## src/rtl/bft_pkt_pkg.sv

```systemverilog
// BFT leaf packet field layout, packetizer FSM states and credit constants.
// Shared by the stream packetizer and its credit counter.
package bft_pkt_pkg;

    localparam int PACKET_BITS        = 49;
    localparam int PAYLOAD_BITS       = 32;
    localparam int NUM_LEAF_BITS      = 4;
    localparam int NUM_PORT_BITS      = 4;
    localparam int NUM_ADDR_BITS      = 7;
    localparam int NUM_BRAM_ADDR_BITS = 7;

    localparam int VALID_BIT       = 48;
    localparam int LEAF_MSB        = 47;
    localparam int LEAF_LSB        = 44;
    localparam int PORT_MSB        = 43;
    localparam int PORT_LSB        = 40;
    localparam int ADDR_MSB        = 39;
    localparam int ADDR_LSB        = 33;
    localparam int CREDIT_FLAG_BIT = 32;

    localparam int CREDIT_BITS = 8;
    localparam logic [CREDIT_BITS-1:0] INIT_CREDITS = CREDIT_BITS'(1 << NUM_BRAM_ADDR_BITS);

    typedef enum logic [1:0] {
        ST_IDLE   = 2'd0,
        ST_SENT   = 2'd1,
        ST_RESEND = 2'd2,
        ST_STALL  = 2'd3
    } pkt_state_e;

    function automatic logic [PACKET_BITS-1:0] make_data_pkt(
        input logic [NUM_LEAF_BITS-1:0] leaf,
        input logic [NUM_PORT_BITS-1:0] port,
        input logic [NUM_ADDR_BITS-1:0] addr,
        input logic [PAYLOAD_BITS-1:0]  payload
    );
        make_data_pkt = {1'b1, leaf, port, addr, 1'b0, payload};
    endfunction

endpackage

```

## src/rtl/bft_credit_counter.sv

```systemverilog
// Receiver freespace credit counter: net add/decrement, saturating at INIT_CREDITS.
// Latency: update visible the cycle after dec/inc. Backpressure: has_credit gates senders.
// Decrement is only ever requested while has_credit is high, so no underflow.
module bft_credit_counter
    import bft_pkt_pkg::*;
(
    input  logic                   clk,
    input  logic                   reset,
    input  logic                   dec,
    input  logic                   inc_vld,
    input  logic [CREDIT_BITS-1:0] inc,
    output logic [CREDIT_BITS-1:0] credits,
    output logic                   has_credit
);

    logic [CREDIT_BITS-1:0] credits_q, credits_d;
    logic [CREDIT_BITS+1:0] sum;

    always_comb begin
        sum = {2'b00, credits_q}
            + (inc_vld ? {2'b00, inc} : '0)
            - {{(CREDIT_BITS+1){1'b0}}, dec};
        credits_d = (sum > {2'b00, INIT_CREDITS}) ? INIT_CREDITS : sum[CREDIT_BITS-1:0];
    end

    always_ff @(posedge clk) begin
        if (reset) begin
            credits_q <= INIT_CREDITS;
        end else begin
            credits_q <= credits_d;
        end
    end

    assign credits    = credits_q;
    assign has_credit = (credits_q != '0);

endmodule

```

## src/rtl/bft_stream_packetizer.sv

```systemverilog
// Wraps an ap_vld/ap_ack word stream into BFT data packets to one fixed leaf/port.
// Latency: accept in cycle N -> packet on dout_pkt2bft in N+1; resend replays it in N+3.
// Backpressure: ack withheld when ap_start low, credits exhausted, or a replay is pending.
// Optional PACKETIZER_STATS_EN adds pkt_count / stall_count outputs.
module bft_stream_packetizer
    import bft_pkt_pkg::*;
#(
    parameter logic [NUM_LEAF_BITS-1:0] DEST_LEAF = 4'd0,
    parameter logic [NUM_PORT_BITS-1:0] DEST_PORT = 4'd2
) (
    input  logic                    clk,
    input  logic                    reset,
    input  logic                    ap_start,
    input  logic [PAYLOAD_BITS-1:0] din_user,
    input  logic                    vld_user2pkt,
    output logic                    ack_pkt2user,
    output logic [PACKET_BITS-1:0]  dout_pkt2bft,
    input  logic [PACKET_BITS-1:0]  din_bft2pkt,
    input  logic                    resend
`ifdef PACKETIZER_STATS_EN
    ,
    output logic [31:0]             pkt_count,
    output logic [31:0]             stall_count
`endif
);

    pkt_state_e               state_q, state_d;
    logic [NUM_ADDR_BITS-1:0] addr_q, addr_d;
    logic [PACKET_BITS-1:0]   dout_q, dout_d;
    logic [PACKET_BITS-1:0]   last_q, last_d;
    logic [CREDIT_BITS-1:0]   credits;
    logic                     has_credit;
    logic                     resend_eff;
    logic                     accept;
    logic                     credit_vld;
    logic                     unused_din_bits;

    // last_q holds whatever was on the wire one cycle ago: the packet a resend refers to.
    always_comb begin
        resend_eff = resend && last_q[VALID_BIT];
        accept     = ap_start && vld_user2pkt && has_credit && !resend_eff
                  && (state_q != ST_RESEND) && !reset;
        credit_vld = din_bft2pkt[VALID_BIT] && din_bft2pkt[CREDIT_FLAG_BIT];
        addr_d     = addr_q;
        dout_d     = '0;
        last_d     = dout_q;
        state_d    = ST_IDLE;
        if (resend_eff) begin
            dout_d  = last_q;
            state_d = ST_RESEND;
        end else if (accept) begin
            dout_d  = make_data_pkt(DEST_LEAF, DEST_PORT, addr_q, din_user);
            addr_d  = addr_q + NUM_ADDR_BITS'(1);
            state_d = ST_SENT;
        end else if (vld_user2pkt && !has_credit) begin
            state_d = ST_STALL;
        end
    end

    bft_credit_counter u_credit (
        .clk        (clk),
        .reset      (reset),
        .dec        (accept),
        .inc_vld    (credit_vld),
        .inc        (din_bft2pkt[CREDIT_BITS-1:0]),
        .credits    (credits),
        .has_credit (has_credit)
    );

    assign unused_din_bits = ^{din_bft2pkt[LEAF_MSB:ADDR_LSB],
                               din_bft2pkt[PAYLOAD_BITS-1:CREDIT_BITS]};

`ifdef PACKETIZER_STATS_EN
    logic [31:0] pkt_count_q, pkt_count_d;
    logic [31:0] stall_count_q, stall_count_d;

    always_comb begin
        pkt_count_d   = pkt_count_q + (accept ? 32'd1 : 32'd0);
        stall_count_d = stall_count_q;
        if ((state_q == ST_STALL) && (stall_count_q != '1)) begin
            stall_count_d = stall_count_q + 32'd1;
        end
    end

    assign pkt_count   = pkt_count_q;
    assign stall_count = stall_count_q;
`endif

    always_ff @(posedge clk) begin
        if (reset) begin
            state_q       <= ST_IDLE;
            addr_q        <= '0;
            dout_q        <= '0;
            last_q        <= '0;
`ifdef PACKETIZER_STATS_EN
            pkt_count_q   <= '0;
            stall_count_q <= '0;
`endif
        end else begin
            state_q       <= state_d;
            addr_q        <= addr_d;
            dout_q        <= dout_d;
            last_q        <= last_d;
`ifdef PACKETIZER_STATS_EN
            pkt_count_q   <= pkt_count_d;
            stall_count_q <= stall_count_d;
`endif
        end
    end

    assign ack_pkt2user = accept;
    assign dout_pkt2bft = dout_q;

endmodule

```

## config.mk

```make
export PLATFORM = sky130hd
export DESIGN_NAME = bft_stream_packetizer
export DESIGN_NICKNAME = d
export VERILOG_FILES = /design/src/rtl/bft_pkt_pkg.sv /design/src/rtl/bft_credit_counter.sv /design/src/rtl/bft_stream_packetizer.sv
export SDC_FILE = /design/constraint.sdc
export NUM_CORES = 1
export LEC_CHECK = 0
export BUFFER_PORTS_ARGS = -buffer_cell sky130_fd_sc_hd__clkbuf_2
export CORE_MARGIN = 2
export CORE_UTILIZATION = 49
export DETAILED_ROUTE_END_ITERATION = 10
export PLACE_DENSITY = 0.78
export SYNTH_ARGS = -nofsm -noshare
export SYNTH_HDL_FRONTEND = slang
export SYNTH_SLANG_ARGS = --single-unit
```

## constraint.sdc

```tcl
create_clock -name clk -period 4.7 [get_ports clk]
set_input_delay 0.235 -clock clk [delete_from_list [all_inputs] [get_ports clk]]
set_output_delay 0.235 -clock clk [all_outputs]
set_load 0.1 [all_outputs]
```

==> results of run 1 <==
==> final cells by class <==
type / instances / share of cell area
Multi-Input combinational cell: 201 / 0.2726
Clock buffer: 23 / 0.08910
Inverter: 25 / 0.01718
Sequential cell: 115 / 0.4214
Timing Repair Buffer: 130 / 0.1493
Tap cell: 102 / 0.02336
Clock inverter: 8 / 0.02703
==> worst max path at each step <==
stage,startpoint,end,depth (start not counted)
6_report,u_credit.credits[5],u_credit.credits[4],14
3_3_place_gp,u_credit.credits[5],u_credit.credits[3],14
2_1_floorplan,u_credit.credits[5],u_credit.credits[3],15
3_5_place_dp,u_credit.credits[5],u_credit.credits[4],14
4_1_cts,u_credit.credits[5],u_credit.credits[4],14
5_1_grt,u_credit.credits[1],u_credit.credits[4],14
==> flip-flops by register name (all words and copies together) (netlist names) <==
name,count
addr_q,7
dout_pkt2bft,49
last_q,49
state_q,2
u_credit.credits,8
==> power by group through the flow <==
| stage | Sequential [mW] | Combinational [mW] | Clock (mW) |
|---|---|---|---|
| final | 1.05 | 0.622 | 1.34 |
| after global routing | 1.05 | 0.685 | 1.42 |
| after CTS | 1.05 | 0.621 | 1.36 |
| after detailed placement | 1.07 | 0.596 | 0 |
| after global placement | 1.06 | 0.580 | 0 |
| after floorplan | 1.18 | 0.374 | 0 |
==> layer usage <==
metal  vias up  track usage
met3        13      0.05297
li1       1472            -
met2        82       0.3345
met5         -            0
met1      1368       0.2425
met4         0      0.09783
==> cells by family (layout without fill, tap and decap cells) <==
kind of cell / Yosys count / count (layout) / synth area share
flip-flops: 115 / 115 / 0.5806
AND/OR/NAND/NOR: 110 / 110 / 0.1641
AO/OA/AOI/OAI: 61 / 61 / 0.1240
buffers and inverters: 42 / 186 / 0.04575
adder cells (fa/ha/maj): 18 / 18 / 0.05869
XOR/XNOR: 11 / 11 / 0.02430
multiplexers: 1 / 1 / 0.002525
==> through the flow <==
stage            util  cells  hold slack (ps)  area, um^2
6_report       0.7033    604            83.15        5463
2_1_floorplan       -    358            367.6        3965
3_5_place_dp   0.5804    541            416.9        4508
5_1_grt        0.7033    604            65.17        5463
3_3_place_gp   0.5804    541            410.7        4508
4_1_cts        0.7033    604            56.47        5463
==> worst max-delay path, cell delays in order, from the launching register on <==
cell and delay, ps:
dfxtp_1 300, or4_1 530, nor2_1 200, nor4b_4 70, ha_1 280, inv_1 60, ha_1 200, inv_1 70
fa_1 390, nand2b_1 180, a211oi_1 370, o221ai_1 240, a22o_1 260, o21ai_1 280, nor2b_1 80
==> Yosys cell counts <==
library cell / n
or3_1: 1
inv_1: 25
nand2b_4: 1
nand3b_1: 1
nand2b_1: 1
xor2_1: 9
a211oi_1: 3
a21oi_1: 4
o21ai_1: 1
nor2b_1: 53
or2_2: 2
dfxtp_1: 115
and3_1: 2
nor2_1: 13
nand2_1: 12
mux2i_1: 1
nor4b_4: 1
a21o_1: 4
nor3_1: 5
o21bai_1: 1
a22o_1: 40
nand4_1: 3
nand3_1: 1
and2_1: 9
ha_1: 17
nor3b_1: 2
a31oi_1: 1
buf_6: 3
o221ai_1: 1
clkbuf_1: 13
o21ai_0: 4
fa_1: 1
or4_1: 3
a211o_1: 1
a211oi_2: 1
xnor2_1: 2
buf_2: 1
==> placed cells by master, fill, tap and decap left out, drive strengths merged, types with 4 or more instances in the layout <==
cell	netlist	final
clkbuf	13	119
dfxtp	115	115
nor2b	53	53
a22o	40	40
dlygate4sd3	0	32
inv	25	25
ha	17	17
nor2	13	13
nand2	12	12
and2	9	9
xor2	9	9
nor3	5	5
o21ai	5	5
a21oi	4	4
a21o	4	4
bufinv	0	4
a211oi	4	4
==> results.toml, run 1 <==
[pwr]
power_density_nw_per_um2 = 551.8
peakVddDrop_uv = 269.9
p_int_mw = 2.184
swShare = 0.2756
total_power_mw = 3.014
p_leak_nw = 2.516
sequentialPowerShare = 0.348
p_switching_mw = 0.8305
power_frac_comb = 0.206
pwr-share-clk = 0.446

[yosys]
synth_top_cell_by_area = "dfxtp_1"
synth.area.top_cells = "dfxtp_1, a22o_1, nor2b_1"
synth_warnings = 0
avgSynthCellArea_um2 = 11.08
netlist.area_leader.share = 0.5806
ys_ff_latch = 115
synthesis.area_um2 = 3965
synth_cell_types = 37
ys_seq_area_frac = 0.5806
syn_nets = 462
synthCells = 358

[die]
fp.dieH_um = 93.96
start_util = 0.5105
io_pins = 136
rows = 32
core_um2 = 7767
dieArea_um2 = 8828
die_w_um = 93.96

[status]
status = "finished clean"

[placement]
gp_congestion = 0.8747
hpwl_mm = 5.025
port_buffers = 96
dp_slack_ps = 1118

[clocking]
cts_buffers = 17
post_cts_buffers = 0
cts_hold_buf = 32
clock_sinks = 115
root_buffer = "clkbuf_8"
cts_tree = "done"
insertion_delay_ps = 500
cts_resized = 0
clock_path_buffers = 2
clkTransAtPathRegs_ps = 50
h-tree-depth = 4

[critical_path]
path_max_fanout = 5
reg2reg_slack_ps = 1060
crit_type = "flip-flop to flip-flop"
start_kind = "flip-flop"
rr_endpoint = "u_credit.credits[4]"
r2r_cells = 14
r2r-start = "u_credit.credits[5]"
worstSetupEndpointType = "flip-flop"
arrival_ps = 4010
required_ps = 5070

[global_route]
track_usage = 0.2018
grt_first_pass_wirelength_mm = 13.74
grt_pass1_vias = 2979
grt_max_degree = 62
antenna_found_initial = 0
gr-total-overflow = 0

[route]
drt-pass1-iter-count = 6
vias = 2935
drt_iter0_drc = 114
routed_wl_mm = 8.557
antenna_left = 0
wire_per_inst_um = 14.17
drc = 0
dr_wl_met2_mm = 4.129
met1Wirelength_mm = 3.954
viasPerCell = 4.859
wl_met3_um = 325
top_layer = "met4"

[worst_hold_path]
holdCritPathClass = "input port to flip-flop"
hold-path-endpoint = "state_q[0]"
whs_path_depth = 3
hp-start = "resend"

[timing]
fin_crit_ps = 3642
rsz0062_at_grt = "no"
layout_setup_ws_ps = 1059
fin_tns_setup_ps = 0
hold_violations = 0
max_slew.worst_pin.slew_ps = 1106
max_freq_mhz = 274.6
skew_ps = 7.130
drv_slew = 0
final-setup-viol-count = 0
slew_headroom = 0.2606
period_share = 0.7748

[cells_and_area]
fillerInstances = 571
multi_input_area_um2 = 1489
area_growth_pct = 37.77
fin_nets = 594
drive_above_1_share = 0.2669
antenna-diode-count = 0
seqCellArea_um2 = 2302

[flow_run]
drv_cap = 0
Power figures use the tool's default switching activity.
==> inputs of run 2 (changes only) <==
- clock period: 4.7 -> 3.6 ns (I/O delays scaled with it)
==> run 2 against run 1 <==
Against the previous run: cell area barely moved; critical path depth stayed put; register-to-register slack worse by 900 ps; count of clock-buffer cells in the layout shrank 1; sequential share of layout area barely moved; critical endpoint is now u_credit.credits[0]; largest power group unchanged.
==> results.toml, run 2 (synthesis results as in run 1) <==
[status]
status = "finished clean"

[timing]
period_share = 0.9572
layout_setup_ws_ps = 154.0
fin_crit_ps = 3446
slew_headroom = 0.2666
skew_ps = 6.275
hold_violations = 0
drv_slew = 0
final-setup-viol-count = 0
max_freq_mhz = 290.2
max_slew.worst_pin.slew_ps = 1097

[route]
drt-pass1-iter-count = 4
routed_wl_mm = 8.664
viasPerCell = 4.930
vias = 2978
antenna_left = 0
drt_iter0_drc = 120
drc = 0
wire_per_inst_um = 14.34

[critical_path]
rr_endpoint = "u_credit.credits[0]"
r2r-start = "u_credit.credits[5]"
arrival_ps = 3810
cp-endpoint = "u_credit.credits[0]"
cp_slowest_stage_delay_ps = 540
cp_top_family = "simple AND/OR/NAND/NOR gates"
worstSetupEndpointType = "flip-flop"
required_ps = 3970
path_buf_inv = 2
path_max_fanout = 3
cp_cell_sequence = "or4_1, nor2_1, nor4b_4, ha_1, inv_1, ha_1, inv_1, fa_1, nand2b_1, a211oi_2, o221ai_1, a22o_1, nor2_1, nor3b_1"
path_depth = 14
start_kind = "flip-flop"
r2r_cells = 14
cpMaxStageDelayCell = "or4_1"
startpoint = "u_credit.credits[5]"
crit_type = "flip-flop to flip-flop"
reg2reg_slack_ps = 150

[pwr]
total_power_mw = 3.923
peakVddDrop_uv = 445.0
power_density_nw_per_um2 = 718.8
p_leak_nw = 2.521

[cells_and_area]
final_common_cell = "dfxtp_1"
final_cell_mix = "dfxtp_1, clkbuf_2, nor2b_1"
fin_nets = 594
fillerInstances = 551
stdcell_area_um2 = 5458
stdcell_count = 604
antenna-diode-count = 0
drive_above_1_share = 0.2709
area_growth_pct = 37.65

[die]
fp.dieH_um = 93.96
core_um2 = 7767
rows = 32
start_util = 0.5105
die_w_um = 93.96
io_pins = 136
dieArea_um2 = 8828

[clocking]
h-tree-depth = 4
cts_buffers = 17
root_buffer = "clkbuf_8"
cts_tree = "done"
clkTransAtPathRegs_ps = 50
clock_path_buffers = 2
insertion_delay_ps = 500
clock_sinks = 115

[placement]
hpwl_mm = 5.191
gp_congestion = 0.8612
postPlaceCellArea_um2 = 4508
port_buffers = 96
placedCellCount = 541
dp_slack_ps = 104.5

[global_route]
antenna_found_initial = 0
grt_pass1_vias = 3020
track_usage = 0.2066
gr-total-overflow = 0
grt_max_degree = 62
grt_first_pass_wirelength_mm = 14.11

[worst_hold_path]
holdCritPathClass = "input port to flip-flop"

[flow_run]
drv_cap = 0
==> run 2: cell count changes in the layout (fill, tap and decap cells not counted) <==
| cell | before | now |
|---|---|---|
| clkinv_2 | 1 | 3 |
| nor3b_1 | 2 | 1 |
| o21ai_1 | 1 | 0 |
| clkinvlp_4 | 3 | 0 |
| clkinv_4 | 0 | 2 |
| o21ai_2 | 0 | 1 |
| clkbuf_8 | 6 | 4 |
| nor3b_2 | 0 | 1 |
| a211oi_1 | 3 | 2 |
| clkbuf_1 | 1 | 2 |
| a211oi_2 | 1 | 2 |
==> run 2: final cells by class <==
type | count | area [um^2] | area share
inverter | 25 | 93.84 | 0.01719
clock inverter | 9 | 152.6 | 0.02797
multi-input combinational | 201 | 1503 | 0.2753
sequential | 115 | 2302 | 0.4218
tap | 102 | 127.6 | 0.02338
timing repair buffer | 130 | 815.8 | 0.1495
clock buffer | 22 | 462.9 | 0.08482
==> run 2: worst min path at each step <==
stage	cells after the start	startpoint	endpoint	slack [ps]
finish	3	resend	state_q[0]	60
global route	3	resend	state_q[1]	70
CTS	3	resend	state_q[0]	40
detailed placement	2	din_user[22]	dout_pkt2bft[22]	400
global placement	2	din_user[31]	dout_pkt2bft[31]	400
floorplan	1	din_user[11]	dout_pkt2bft[11]	310
==> run 2: repair_timing <==
| item | 4_1_cts | 5_1_grt |
|---|---|---|
| endpoints found under the setup margin | 0 | 8 |
| gates resized for setup | 0 | 3 |
| hold buffers | 32 | 0 |
| hold endpoints to repair | 32 | 0 |
| setup buffers | 0 | 0 |
==> run 2: stage by stage <==
step	hold slack (ps)	utilization	TNS (ps)
3_3_place_gp	398.5	0.5804	0
4_1_cts	36.98	0.7009	0
2_1_floorplan	312.6	-	0
3_5_place_dp	401.1	0.5804	0
6_report	57.37	0.7026	0
5_1_grt	69.91	0.7026	-18.58
==> run 2: report_power, final <==
part | total [mW] | switching [mW] | leakage [nW] | internal [mW]
logic | 0.836 | 0.529 | 1.28 | 0.307
registers | 1.37 | 0.0301 | 0.931 | 1.34
clock network | 1.72 | 0.545 | 0.305 | 1.17
total | 3.92 | 1.10 | 2.52 | 2.82
==> run 2: worst reg2reg max path, stage by stage, from the launching register on <==
cell and delay, ps:
dfxtp_1 310, or4_1 540, nor2_1 210, nor4b_4 80, ha_1 270, inv_1 60
ha_1 190, inv_1 70, fa_1 390, nand2b_1 200, a211oi_2 240, o221ai_1 200
a22o_1 260, nor2_1 200, nor3b_1 90
==> run 2: routing by layer <==
layer / routed length [um] / global-route usage / up-vias
met5: 0 / 0 / -
met4: 174 / 0.08696 / 0
met3: 364 / 0.04575 / 16
met2: 4468 / 0.3696 / 82
met1: 3656 / 0.2362 / 1406
li1: - / - / 1474
==> inputs of run 3 (changes only) <==
- PLACE_DENSITY: 0.78 -> not set
- PLACE_DENSITY_LB_ADDON: not set -> 0.15
==> run 3 against run 2 <==
Against the previous run: global-route usage decreased by 0.82 points; final cell count increased by 0.33%; via count shrank 1.8%; count of clock-buffer cells in the layout decreased by 3; power barely moved; worst hold slack worse by 27 ps; cell area rose by 0.34%; critical path type unchanged; critical endpoint is now u_credit.credits[5]; highest routed layer unchanged.
==> results.toml, run 3 (synthesis results as in run 1) <==
[pwr]
power_frac_comb = 0.220
p_switching_mw = 1.143
p_int_mw = 2.783
p_leak_nw = 2.524
swShare = 0.2911
sequentialPowerShare = 0.348
power_density_nw_per_um2 = 716.8
pwr-share-clk = 0.431
peakVddDrop_uv = 431.5

[die]
dieArea_um2 = 8828
core_um2 = 7767
fp.dieH_um = 93.96
io_pins = 136
start_util = 0.5105
rows = 32
die_w_um = 93.96

[timing]
period_share = 0.9366
slew_headroom = 0.5477
rsz0062_at_grt = "no"
final-setup-viol-count = 0
skew_ps = 12.97
max_slew.worst_pin.slew_ps = 676.8
hold_violations = 0
max_freq_mhz = 296.6
fin_crit_ps = 3372
fin_tns_setup_ps = 0
drv_slew = 0

[critical_path]
arrival_ps = 3750
crit_type = "flip-flop to flip-flop"
cp_slowest_stage_delay_ps = 550
cpMaxStageDelayCell = "or4_1"
path_buf_inv = 2
r2r-start = "u_credit.credits[1]"
reg2reg_slack_ps = 230
rr_endpoint = "u_credit.credits[5]"
cp-endpoint = "u_credit.credits[5]"
required_ps = 3980
startpoint = "u_credit.credits[1]"
cpMostUsedCell = "inv_1"
start_kind = "flip-flop"
worstSetupEndpointType = "flip-flop"
cp_cell_sequence = "or4_1, nor2_2, nor4b_4, ha_1, inv_1, ha_2, inv_1, fa_1, nand2b_4, a211oi_2, o221ai_2, a22o_1, o21ai_2, nor2_1"
r2r_cells = 14
path_max_fanout = 5
cp_top_family = "simple AND/OR/NAND/NOR gates"
path_depth = 14

[route]
viasPerCell = 4.827
routed_wl_mm = 8.372
vias = 2925
wire_per_inst_um = 13.82
drt_iter0_drc = 63
drt-pass1-iter-count = 4
antenna_left = 0
drc = 0

[global_route]
gr-total-overflow = 0
grt_first_pass_wirelength_mm = 13.33
track_usage = 0.1984
antenna_found_initial = 0
grt_pass1_vias = 2970
grt_max_degree = 62

[cells_and_area]
multi_input_area_um2 = 1524
drive_above_1_share = 0.2837
antenna-diode-count = 0
fin_nets = 595
fillerInstances = 619
fin_util = 0.7051
seqCellArea_um2 = 2302
final_cell_mix = "dfxtp_1, clkbuf_2, nor2b_1"
final_common_cell = "dfxtp_1"
area_growth_pct = 38.12

[clocking]
clock_sinks = 115
post_cts_buffers = 0
cts_buffers = 17
cts_tree = "done"
clkTransAtPathRegs_ps = 50
root_buffer = "clkbuf_8"
clock_path_buffers = 2
insertion_delay_ps = 500
h-tree-depth = 4

[status]
status = "finished clean"

[placement]
hpwl_mm = 5.022
port_buffers = 96
gp_congestion = 0.7655

[worst_hold_path]
holdCritPathClass = "input port to flip-flop"

[flow_run]
drv_cap = 0
run 3: cell types whose count changed in the layout (fill, tap and decap cells not counted), sizes merged:
cell and delta:
inv +1, clkbuf -3, clkinv +3, buf +1
run 3: routing by layer:
layer | up-vias | track usage | part of all wire
met5 | - | 0 | 0
met4 | 0 | 0.1063 | 0.016
met3 | 11 | 0.06340 | 0.044
met2 | 69 | 0.3185 | 0.49
met1 | 1369 | 0.2361 | 0.45
li1 | 1476 | - | -
run 3: layout make-up:
class,count,share of cell area
Clock inverter,13,0.03358
Multi-Input combinational cell,201,0.2783
Timing Repair Buffer,131,0.1503
Inverter,25,0.01714
Tap cell,102,0.02330
Clock buffer,19,0.07699
Sequential cell,115,0.4204
run 3: through the flow:
stage	hold slack (ps)	total power, mW	instances	instance area (um^2)	setup slack, ps
6_report	30.81	3.925	606	5477	228.3
5_1_grt	29.69	4.118	606	5477	39.54
4_1_cts	14.08	3.904	606	5441	49.03
3_5_place_dp	403.2	2.172	542	4516	70.41
3_3_place_gp	396.7	2.160	542	4516	123.2
2_1_floorplan	312.6	2.028	358	3968	82.24
run 3: tightest hold or removal path: cells and delay by family:
family                 cells  cell delay, ps
buffers and inverters      1              90
AO/OA/AOI/OAI              1             120
AND/OR/NAND/NOR            1             110
run 3: timing repair:
item / 4_1_cts / 5_1_grt
endpoints found under the setup margin: 0 / 8
hold endpoints to repair: 32 / 0
gates resized for setup: 0 / 8
hold buffers: 32 / 0
run 3: worst min-delay path by stage:
| stage | from | endpoint | cells after the start |
|---|---|---|---|
| 4_1_cts | resend | state_q[0] | 3 |
| 5_1_grt | resend | state_q[0] | 3 |
| 3_5_place_dp | din_user[0] | dout_pkt2bft[0] | 2 |
| 2_1_floorplan | din_user[11] | dout_pkt2bft[11] | 1 |
| 3_3_place_gp | din_user[12] | dout_pkt2bft[12] | 2 |
| 6_report | resend | state_q[0] | 3 |
run 3: power by group through the flow:
stage	Clock, mW	Sequential, mW	Combinational [mW]
finish	1.69	1.37	0.864
global placement	0	1.39	0.768
global route	1.79	1.37	0.954
CTS	1.72	1.37	0.813
floorplan	0	1.54	0.488
detailed placement	0	1.39	0.779
